File: src/rtl/ts_out_pacer.sv
// TS output pacer: reads whole packets from the output FIFO, or inserts null packets
// when starved, and emits them at a constant rate with a fixed 2-clock output latency.
module ts_out_pacer #(
  parameter int unsigned PKT_LEN  = 188,
  parameter int unsigned USEDW_W  = 11,
  parameter int unsigned GAP      = 0,
  parameter int unsigned STUFF_EN = 1
) (
  input  logic               clk_27,
  input  logic               RST,
  input  logic [8:0]         FIFO_Q,
  input  logic [USEDW_W-1:0] FIFO_RDUSEDW,
  output logic               FIFO_RDREQ,
  output logic [7:0]         DATA_OUT,
  output logic               P_SYNC_OUT,
  output logic               D_VALID_OUT,
  output logic               DCLK_OUT,
  output logic [15:0]        NULL_CNT,
  output logic               ERR_SYNC
);

  localparam int unsigned CNT_W = 8;
  localparam logic [CNT_W-1:0]   LAST_BYTE = CNT_W'(PKT_LEN - 1);
  localparam logic [CNT_W-1:0]   LAST_GAP  = CNT_W'(GAP - 1);
  localparam logic [USEDW_W-1:0] PKT_WORDS = USEDW_W'(PKT_LEN);
  localparam logic [8:0]         SYNC_WORD = 9'h147;

  typedef enum logic [1:0] {S_IDLE, S_READ, S_STUFF, S_GAP} state_t;

  state_t           state, state_n;
  logic [CNT_W-1:0] cnt, cnt_n;
  logic             rdreq_n;
  logic [7:0]       null_byte;

  // Stage 1: describes the byte slot issued in the previous clock
  logic             s1_valid, s1_read, s1_first;
  logic [7:0]       s1_null;

  assign DCLK_OUT = clk_27;

  always_ff @(posedge clk_27 or negedge RST) begin
    if (!RST) begin
      state      <= S_IDLE;
      cnt        <= '0;
      FIFO_RDREQ <= 1'b0;
    end else begin
      state      <= state_n;
      cnt        <= cnt_n;
      FIFO_RDREQ <= rdreq_n;
    end
  end

  // Fill level is only trusted in IDLE, when no read is in flight
  always_comb begin
    state_n = state;
    cnt_n   = cnt;
    case (state)
      S_IDLE: begin
        cnt_n = '0;
        if (FIFO_RDUSEDW >= PKT_WORDS) state_n = S_READ;
        else if (STUFF_EN != 0)        state_n = S_STUFF;
      end
      S_READ, S_STUFF: begin
        if (cnt == LAST_BYTE) begin
          cnt_n   = '0;
          state_n = (GAP > 0) ? S_GAP : S_IDLE;
        end else begin
          cnt_n = cnt + CNT_W'(1);
        end
      end
      S_GAP: begin
        if (cnt == LAST_GAP) begin
          cnt_n   = '0;
          state_n = S_IDLE;
        end else begin
          cnt_n = cnt + CNT_W'(1);
        end
      end
      default: state_n = S_IDLE;
    endcase
    rdreq_n = (state_n == S_READ);
  end

  // Null packet: PID 0x1FFF header, 0xFF stuffing payload
  always_comb begin
    null_byte = 8'hFF;
    case (cnt)
      CNT_W'(0): null_byte = 8'h47;
      CNT_W'(1): null_byte = 8'h1F;
      CNT_W'(3): null_byte = 8'h10;
      default:   null_byte = 8'hFF;
    endcase
  end

  always_ff @(posedge clk_27 or negedge RST) begin
    if (!RST) begin
      s1_valid <= 1'b0;
      s1_read  <= 1'b0;
      s1_first <= 1'b0;
      s1_null  <= 8'h00;
    end else begin
      s1_valid <= (state == S_READ) || (state == S_STUFF);
      s1_read  <= (state == S_READ);
      s1_first <= (cnt == '0);
      s1_null  <= null_byte;
    end
  end

  // Stage 2: FIFO_Q is valid now, so both sources line up at the output register
  always_ff @(posedge clk_27 or negedge RST) begin
    if (!RST) begin
      DATA_OUT    <= 8'h00;
      P_SYNC_OUT  <= 1'b0;
      D_VALID_OUT <= 1'b0;
      ERR_SYNC    <= 1'b0;
      NULL_CNT    <= 16'h0000;
    end else begin
      D_VALID_OUT <= s1_valid;
      if (s1_valid) begin
        DATA_OUT   <= s1_read ? FIFO_Q[7:0] : s1_null;
        P_SYNC_OUT <= s1_first;
        ERR_SYNC   <= s1_read && s1_first && (FIFO_Q != SYNC_WORD);
        if (!s1_read && s1_first && (NULL_CNT != 16'hFFFF))
          NULL_CNT <= NULL_CNT + 16'd1;
      end else begin
        DATA_OUT   <= 8'h00;
        P_SYNC_OUT <= 1'b0;
        ERR_SYNC   <= 1'b0;
      end
    end
  end

endmodule

File: config.mk
export PLATFORM = sky130hd
export DESIGN_NAME = ts_out_pacer
export DESIGN_NICKNAME = d
export VERILOG_FILES = /design/src/rtl/ts_out_pacer.sv
export SDC_FILE = /design/constraint.sdc
export NUM_CORES = 1
export LEC_CHECK = 0
export ABC_AREA = 1
export ABC_CLOCK_PERIOD_IN_PS = 2500
export BUFFER_PORTS_ARGS = -buffer_cell sky130_fd_sc_hd__buf_2
export CAP_MARGIN = 0
export CORE_MARGIN = 1
export CORE_UTILIZATION = 46
export DETAILED_ROUTE_END_ITERATION = 12
export GPL_ROUTABILITY_DRIVEN = 0
export MAX_ROUTING_LAYER = met4
export PLACE_DENSITY = 0.65
export SLEW_MARGIN = 20
export SYNTH_ARGS = -nofsm -noshare
export SYNTH_HDL_FRONTEND = slang
export SYNTH_SLANG_ARGS = --single-unit
File: constraint.sdc
create_clock -name clk_27 -period 2.5 [get_ports clk_27]
set_input_delay 0.625 -clock clk_27 [delete_from_list [all_inputs] [get_ports clk_27]]
set_output_delay 0.625 -clock clk_27 [all_outputs]
set_load 0.005 [all_outputs]
* Yosys cells after proc, flatten, opt, wreduce, memory -nomap -nowiden *
Index checks and enable logic that the tools add are counted.

operators by class
  reductions and logical operators = 10
  magnitude comparators = 1
  muxes and demuxes = 12
  equal/unequal tests = 10
  add/sub/neg operators = 2

operators with widths
  kind                                                                count
  case mux 8 bit (3 select lines)                                     2
  2-to-1 mux 8 bit                                                    4
  adder 16 x 1 -> 16 bit, second input constant                       1
  == test 8 bit, second input constant                                2
  != test 16 bit, second input constant                               1
  greater-or-equal comparator 11 x 8 -> 1 bit, second input constant  1
  != test 9 bit, second input constant                                1
  adder 8 x 1 -> 8 bit, second input constant                         1
  == test 8 x 1 -> 1 bit, second input constant                       1
  == test 8 x 2 -> 1 bit, second input constant                       1
  zero test 8 bit                                                     1
  2-to-1 mux 2 bit                                                    3
  case mux 2 bit (3 select lines)                                     1
  == test 2 x 1 -> 1 bit, second input constant                       2
  == test 2 bit, second input constant                                2
  logical AND 1 bit                                                   4
  zero test 2 bit                                                     1
  2-to-1 mux 1 bit                                                    2
  AND reduction 2 bit                                                 1
  OR reduction 2 bit                                                  1
  zero test 1 bit                                                     1
  logical OR 1 bit                                                    1

storage, ports and cells
  flip-flop bits (word level) = 49
  output and inout bits = 29
  input bits = 22

* Logic depth before layout (Yosys ltp) *
Gate-level depths: netlist (run 1).

  depth in word-level cells = 4
  mapped depth = 11
  depth with buffers taken out = 10

==> results of run 1 <==
==> cell type report <==
class / count / area (um^2) / share of cell area [%]
Clock buffer: 9 / 115 / 4.20
Clock inverter: 3 / 25.0 / 0.914
Inverter: 30 / 115 / 4.20
Multi-Input combinational cell: 206 / 998 / 36.5
Sequential cell: 46 / 1150 / 42.0
Tap cell: 67 / 83.8 / 3.06
Timing Repair Buffer: 49 / 250 / 9.14
==> report_power, final <==
part	switching [uW]	leakage, uW	internal (uW)	total (uW)
combinational	21.1	0.000726	14.2	35.2
clock	292	0.0000702	315	607
sequential	0	0.000540	743	743
==> cell families after synthesis <==
| logic type | share of synthesized area (%) |
|---|---|
| buf+inv | 6.48 |
| fa+ha+maj | 3.81 |
| flops | 50.1 |
| simple gates | 30.3 |
| xor+xnor | 5.33 |
| compound gates | 3.97 |
==> flip-flops by register name (all words and copies together), names as in the netlist <==
| register | flops |
|---|---|
| state | 2 |
| s1_valid | 1 |
| cnt | 8 |
| NULL_CNT | 16 |
| s1_null | 5 |
| P_SYNC_OUT | 1 |
| FIFO_RDREQ | 1 |
| DATA_OUT | 8 |
| ERR_SYNC | 1 |
| s1_read | 1 |
| D_VALID_OUT | 1 |
| s1_first | 1 |
==> routing by layer <==
| metal | up-vias | GRT usage, % | part of all wire [%] |
|---|---|---|---|
| li1 | 998 | - | - |
| met1 | 842 | 24.2 | 50 |
| met2 | 57 | 29.2 | 43 |
| met3 | 6 | 5.25 | 5.4 |
| met4 | 0 | 7.84 | 1.1 |
| met5 | - | - | 0 |
==> critical path, delay by kind of cell <==
kind / cells / cell delay, ns
buffers and inverters: 3 / 0.34
==> synthesized netlist by cell type, drive strengths merged <==
| library cell | count |
|---|---|
| a21oi | 7 |
| a31oi | 1 |
| buf | 3 |
| clkbuf | 1 |
| dfrtp | 46 |
| ha | 7 |
| inv | 30 |
| nand2 | 99 |
| nand3 | 18 |
| nand4 | 6 |
| nor2 | 39 |
| nor3 | 4 |
| o21ai | 10 |
| or2 | 1 |
| xnor2 | 10 |
| xor2 | 4 |
==> metrics by stage <==
stage	hold WS [ns]	setup slack, ns	instance area [um^2]	util [%]	instances
2_1_floorplan	0.329	0.514	2300	-	286
3_3_place_gp	0.450	0.523	2600	54.8	399
3_5_place_dp	0.449	0.523	2600	54.8	399
4_1_cts	0.210	0.274	2740	57.6	410
5_1_grt	0.244	0.276	2740	57.6	410
6_report	0.202	0.280	2740	57.6	410
==> path summary, 6_finish.rpt <==
check                                        start                        to  slack, ns
max                                         clk_27                  DCLK_OUT       0.28
min                                            RST     DATA_OUT[7]$_DFF_PN0_       0.20
max reg2reg                NULL_CNT[0]$_DFFE_PN0P_  NULL_CNT[13]$_DFFE_PN0P_       0.81
min reg2reg                     s1_valid$_DFF_PN0_     D_VALID_OUT$_DFF_PN0_       0.46
max in group asynchronous                      RST  NULL_CNT[10]$_DFFE_PN0P_       1.71
min in group clk_27             s1_valid$_DFF_PN0_     D_VALID_OUT$_DFF_PN0_       0.46
==> impl.org, run 1 <==
** Status
- The flow ran to the end, and the final reports show no timing, DRC or antenna violations.

** Logic synthesis
- Unique masters post-synth :: 22
- Gate Count Post-Synth :: 286
- Cell area after synthesis :: 0.00230 mm^2
- Yosys printed 0 warnings.
- sky130_fd_sc_hd__dfrtp_1 takes more of the synthesized area than any other cell.
- Cell types occupying the most area after synthesis :: sky130_fd_sc_hd__dfrtp_1 (50%), sky130_fd_sc_hd__nand2_1 (16%), sky130_fd_sc_hd__nor2_1 (5.9%)
- Post-Syn Nets :: approximately 320
- Post-synth top area share :: around 50%
- Sequential element share of the synthesized area :: between 50% and 60%
- Synthesis inferred between 40 and 50 register bits.
- Each instance of the synthesized netlist takes up on average 8.04 um^2.

** Floorplan
- For this design the top-level I/O count stands at 51.
- The initialized floorplan defines 25 standard-cell rows.
- Die height :: slightly above 70 um
- Area of the core region :: ~0.0048 mm^2
- Once the floorplan was initialized, standard cells occupied 48.3% of the core.
- Die width :: just over 70 um
- The die covers 0.00528 mm^2.

** Timing
- For the final routed database, the setup TNS stands at 0 ns.
- Count of final hold-check violations :: 0
- Max-slew violations :: 0
- Relative max-transition margin :: a little over three fifths
- Measured slew at the worst slew-check pin :: 0.562 ns
- Unrepaired setup endpoints after global routing :: false
- Final-report setup violation count :: 0
- Worst clock skew :: about 0.0041 ns

** Detailed routing
- After detailed routing, the number of remaining DRC violations is 0.
- Avg Vias per Cell :: ~4.6
- Detailed Routing Iterations Pass 1 :: 5
- After the first detailed-routing iteration, the DRC count stood at 64.
- Post-DR wirelength/cell :: approximately 10 um
- Detailed routing inserted a total of ~1900 vias.
- Once detail routing completed, the nets flagged for antenna violations numbered 0.
- Summed over all layers, the routed wires come to ~4300 um.

** Critical path
- Arrival time reported for the critical path endpoint :: between 1.5 and 2 ns
- The worst setup path is of the clock port to output pin kind.
- Library cell appearing most often on the critical path :: sky130_fd_sc_hd__clkbuf_8
- The largest single stage delay on the critical path is ~0.12 ns.
- STA puts the critical path data required time at approximately 1.9 ns.
- Worst-case reg-to-reg path depth :: 10
- The worst setup path is launched from a clock port.
- Cell-by-cell trace of the critical path :: clkbuf_8 -> clkbuf_8 -> buf_2
- Maximum fanout encountered on the critical timing path :: 2
- Among all stages on the critical path, the largest delay is contributed by sky130_fd_sc_hd__clkbuf_8.
- The worst setup path is captured at an output pin.

** Placed design
- HPWL after DPL :: around 3200 um
- During placement, the flow inserted port buffers numbering 48.

** Global route
- Largest net degree at the start of global routing :: 28
- Initial antenna violation count :: 0
- First-pass GRT wire length :: around 7500 um
- Global route overflow :: 0
- In the global route stage, overall resource usage came out at between 10% and 20%.
- The via count of the first global-routing pass was between 1500 and 2000.

** Final layout
- Of the cells placed in the final design, the portion with a size suffix greater than 1 is between 20% and 30%.
- Number of inserted filler cells in the final layout :: 470
- Commonest non-fill, non-tap cell in the layout :: sky130_fd_sc_hd__nand2_1
- In the final design database the tool counted ~370 nets.
- Most used cells in the layout excluding fill and tap cells :: sky130_fd_sc_hd__nand2_1 (96), sky130_fd_sc_hd__buf_2 (48), sky130_fd_sc_hd__dfrtp_1 (46), sky130_fd_sc_hd__nor2_1 (36), sky130_fd_sc_hd__inv_1 (29)
- From synthesis to final layout, the design area changed by 19.2%.
- Antenna cell count :: 0

** Min path
- Min-delay worst type :: primary input to async pin

** Pwr
- For this design the ratio of total power to cell area is between 500 and 600 mW/mm^2.
- Design Power :: 1390 uW
- LEAKAGE :: ~0.0013 uW
- VDD sags by at most approximately 290 uV.

** Run
- The tool flagged a number of max-cap violations equal to 0.

** Clocking
- Hold repair after CTS inserted 0 buffers.
- Worst-Skew Late Latency :: around 0.40 ns
- Setup bufs post-CTS :: 0
- TritonCTS built the clock tree.
- After clock tree synthesis, the clock-pin slew on the worst setup and hold paths is 0.09 ns.
- Number of cells upsized or downsized after cts :: 0
Note: power is estimated with default switching activity, not from simulation.
==> run 2, diff against run 1 <==
--- a/config.mk
+++ b/config.mk
@@ -5,7 +5,6 @@
 export SDC_FILE = /design/constraint.sdc
 export NUM_CORES = 1
 export LEC_CHECK = 0
-export ABC_AREA = 1
 export ABC_CLOCK_PERIOD_IN_PS = 2500
 export BUFFER_PORTS_ARGS = -buffer_cell sky130_fd_sc_hd__buf_2
 export CAP_MARGIN = 0
@@ -14,7 +13,7 @@
 export DETAILED_ROUTE_END_ITERATION = 12
 export GPL_ROUTABILITY_DRIVEN = 0
 export MAX_ROUTING_LAYER = met4
-export PLACE_DENSITY = 0.65
+export PLACE_DENSITY = 0.66
 export SLEW_MARGIN = 20
 export SYNTH_ARGS = -nofsm -noshare
 export SYNTH_HDL_FRONTEND = slang
==> impl.org, run 2 <==
** Status
- Status: complete, no violations (unchanged).

** Final layout
- Flip-flop count of the largest register, all copies and words added :: 16 (unchanged)
- The most common cell after layout, fill and taps aside was sky130_fd_sc_hd__buf_2 (was sky130_fd_sc_hd__nand2_1).
- Biggest register :: NULL_CNT (unchanged)
- The final net count came to 282 (was 371).
- The synthesis-to-finish area growth was 18.9% (was 19.2%).
- The utilization after layout was 57.3% (was 57.6%).
- The proportion of layout cells with a drive suffix above 1 came to 25.3% (was 20.1%).
- Registers with the most flip-flops: NULL_CNT x16, DATA_OUT x8, cnt x8 (unchanged).
- Antenna cell count :: 0 (unchanged)
- Most used cells in the layout excluding fill and tap cells :: sky130_fd_sc_hd__buf_2 (48), sky130_fd_sc_hd__dfrtp_1 (46), sky130_fd_sc_hd__nor2_1 (18), sky130_fd_sc_hd__nand2_1 (14), sky130_fd_sc_hd__xor2_1 (13) (was sky130_fd_sc_hd__nand2_1 (96), sky130_fd_sc_hd__buf_2 (48), sky130_fd_sc_hd__dfrtp_1 (46), sky130_fd_sc_hd__nor2_1 (36), sky130_fd_sc_hd__inv_1 (29))

** Global route
- Global Route Usage Sum :: 18.0% (was 19.2%)
- The maximum number of pins on one net before global-route repair came to 47 (was 28).
- Vias in the first global route :: 1479 (was 1788)
- The total congestion overflow after global routing is 0 (unchanged).
- The number of antenna violations at the first check in global routing was 0 (unchanged).
- First-pass GRT wire length :: 6620 um (was 7540 um)

** Logic synthesis
- Cell types occupying the most area after synthesis :: sky130_fd_sc_hd__dfrtp_1 (54%), sky130_fd_sc_hd__xor2_1 (5.4%), sky130_fd_sc_hd__ha_1 (4.1%) (was sky130_fd_sc_hd__dfrtp_1 (50%), sky130_fd_sc_hd__nand2_1 (16%), sky130_fd_sc_hd__nor2_1 (5.9%))
- Total of warnings raised by yosys :: 0 (unchanged)
- The most used flip-flop cell after synthesis is sky130_fd_sc_hd__dfrtp_1 (unchanged).
- Post-synth top area share :: 54.1% (was 50.1%)
- Post-Syn Area per Cell :: 10.6 um^2 (was 8.04 um^2)
- The number of synthesized register bits is 46 (unchanged).
- The cell with the most instances after synthesis was sky130_fd_sc_hd__dfrtp_1 (was sky130_fd_sc_hd__nand2_1).
- The number of enable flip-flop cells after synthesis is 0 (unchanged).
- The number of distinct standard cells referenced by the synthesized netlist was 39 (was 22).
- The library cell occupying the most area in the post-synthesis netlist was sky130_fd_sc_hd__dfrtp_1 (unchanged).
- Synth top cells by count :: sky130_fd_sc_hd__dfrtp_1 (46), sky130_fd_sc_hd__nor2_1 (18), sky130_fd_sc_hd__nand2_1 (14) (was sky130_fd_sc_hd__nand2_1 (96), sky130_fd_sc_hd__dfrtp_1 (46), sky130_fd_sc_hd__nor2_1 (36))
- The combined area of all synthesized cells came to 0.00213 mm^2 (was 0.00230 mm^2).
- The gate count of the mapped netlist is 200 (was 286).
- The async set-reset flop share out of synthesis is 100% (unchanged).
- The total nets after synthesis was 229 (was 315).
- Sequential element share of the synthesized area :: 54.1% (was 50.1%)

** Critical path
- The number of cells on the worst reg-to-reg path came to 4 (was 10).
- Setup slack on the worst flop-to-flop path :: 0.59 ns (was 0.81 ns)
- The start point of the critical path is clk_27 (unchanged).
- The critical path endpoint is DCLK_OUT (unchanged).
- Arrival time reported for the critical path endpoint :: 1.59 ns (was 1.60 ns)
- The most frequent cell on the critical path is sky130_fd_sc_hd__clkbuf_8 (unchanged).
- The sort of element at the start of the critical path is a clock port (unchanged).
- The category of the critical setup timing path was clock port to output pin (unchanged).
- Element type at the critical path end :: output pin (unchanged)
- Critical register-to-register path endpoint :: NULL_CNT[15]$_DFFE_PN0P_ (was NULL_CNT[13]$_DFFE_PN0P_)
- The worst-path maximum fanout was 2 (unchanged).
- The delay contributed by the slowest stage of the critical path came to 0.12 ns (about the same).
- The data required time at the worst endpoint came to 1.88 ns (about the same).
- Cell-by-cell trace of the critical path: clkbuf_8 -> clkbuf_8 -> buf_2 (unchanged).
- The cell with the largest stage delay on the worst path is sky130_fd_sc_hd__clkbuf_8 (unchanged).
- The startpoint of the worst register-to-register path was s1_read$_DFF_PN0_ (was NULL_CNT[0]$_DFFE_PN0P_).

** Floorplan
- The area of the core is 0.00441 mm^2 (was 0.00475 mm^2).
- Die width :: 70 um (was 72.7 um)
- The initial core utilization came to 48.2% (was 48.3%).
- The count of pins on the block boundary is 51 (unchanged).
- Die area :: 0.00490 mm^2 (was 0.00528 mm^2)
- The die height came to 70 um (was 72.7 um).
- Total number of placement rows :: 24 (was 25)

** Clocking
- The clock network latency to the later pin of the worst-skew pair came to 0.40 ns (about the same).
- Clock tree from TritonCTS :: yes (unchanged)
- The register clock-pin slew on the reported worst setup and hold paths came to 0.08 ns (was 0.09 ns).
- The post-CTS setup buffer count is 0 (unchanged).
- The count of instances resized after the clock tree is built came to 0 (unchanged).
- The number of hold buffers added after cts was 0 (unchanged).

** Placed design
- Buffers on Ports :: 48 (unchanged)
- HPWL after DPL :: 2610 um (was 3150 um)
- Worst slack, placed :: 0.523 ns (unchanged)

** Detailed routing
- The final routed wirelength across all metal layers was 3700 um (was 4290 um).
- Detailed Routing Iterations Pass 1 :: 4 (was 5)
- Total via count after detailed routing :: 1560 (was 1903)
- The final antenna-violating net count was 0 (unchanged).
- Post-DR wirelength/cell :: 12.1 um (was 10.5 um)
- The number of DRC markers after the initial detailed-route iteration came to 77 (was 64).
- DRC violations left :: 0 (unchanged)
- The average vias per placed instance is 5.11 (was 4.64).

** Min path
- Min-delay worst type :: primary input to async pin (unchanged)

** Pwr
- The leakage power summed over all cells is 0.00128 uW (was 0.00134 uW).
- The power per standard cell area is 915 mW/mm^2 (was 506 mW/mm^2).
- The worst IR drop on VDD is 559 uV (was 288 uV).

** Timing
- The slew of the pin with the lowest slew margin is 0.559 ns (was 0.562 ns).
- Relative max-transition margin :: 62.7% (was 62.5%)
- Unrepaired setup endpoints after global routing: false (unchanged).
- The final critical-path setup slack is 0.285 ns (was 0.280 ns).
- Fin Setup TNS :: 0 ns (unchanged)
- The number of endpoints failing setup at the final stage is 0 (unchanged).
- Worst clock skew :: 0.00441 ns (was 0.00411 ns)
- The max-slew violation total from the final report came to 0 (unchanged).
- The hold violation count in the final report was 0 (unchanged).

** Run
- The max-cap violation count is 0 (unchanged).
[run 2: cell types whose count changed after synthesis, moves of 5 or more]
cell | previous run | this run
sky130_fd_sc_hd__o21ai_0 | 10 | 3
sky130_fd_sc_hd__inv_1 | 29 | 9
sky130_fd_sc_hd__a21boi_0 | 0 | 5
sky130_fd_sc_hd__nand2_1 | 96 | 14
sky130_fd_sc_hd__xor2_1 | 4 | 13
sky130_fd_sc_hd__nor2_1 | 36 | 18
sky130_fd_sc_hd__nand3_1 | 18 | 10
[run 2: cell families (layout without fill, tap and decap cells)]
| group | count (synthesis) | count (layout) | share of synthesized area (%) |
|---|---|---|---|
| fa+ha+maj | 7 | 7 | 4.12 |
| flops | 46 | 46 | 54.1 |
| mux | 6 | 6 | 3.00 |
| xor+xnor | 19 | 19 | 7.82 |
| compound gates | 28 | 28 | 8.06 |
| simple gates | 79 | 79 | 19.8 |
| buf+inv | 15 | 68 | 3.12 |
[run 2: metal layers]
layer,part of all wire (%),global-route usage (%),vias to the layer above,wire (um)
li1,-,-,796,-
met1,47,22.4,720,1740
met2,46,26.7,38,1700
met3,5.1,5.63,6,188
met4,1.7,8.89,0,61
met5,0,-,-,0
[run 2: how the worst min path moves through the flow]
stage                                        from                  endpoint  slack, ns
final                                         RST  NULL_CNT[13]$_DFFE_PN0P_       0.29
after global routing                          RST   NULL_CNT[0]$_DFFE_PN0P_       0.34
after CTS                                     RST   NULL_CNT[8]$_DFFE_PN0P_       0.31
after detailed placement  NULL_CNT[5]$_DFFE_PN0P_   NULL_CNT[5]$_DFFE_PN0P_       0.47
after global placement    NULL_CNT[5]$_DFFE_PN0P_   NULL_CNT[5]$_DFFE_PN0P_       0.47
after floorplan                               RST     DATA_OUT[0]$_DFF_PN0_       0.33
[run 2: layout make-up]
type,count,area [um^2]
Clock buffer,10,119
Clock inverter,1,7.51
Fill cell,392,1890
Inverter,9,33.8
Multi-Input combinational cell,139,910
Sequential cell,46,1150
Tap cell,52,65.1
Timing Repair Buffer,48,243
[run 2: critical path: cells and delay by family]
kind     cells  cell delay [ns]
buf+inv      3             0.34
[run 2: through the flow]
stage          area (um^2)  power (uW)  std cells  hold WS [ns]
2_1_floorplan         2130        1550        200         0.329
3_3_place_gp          2410        1780        295         0.474
3_5_place_dp          2410        1790        295         0.473
4_1_cts               2530        2350        305         0.308
5_1_grt               2530        2510        305         0.338
6_report              2530        2310        305         0.290
[run 2: report_power, final]
part	total, uW	switching (uW)	internal (uW)
sequential	1100	142	955
clock	568	264	304
combinational	648	334	315
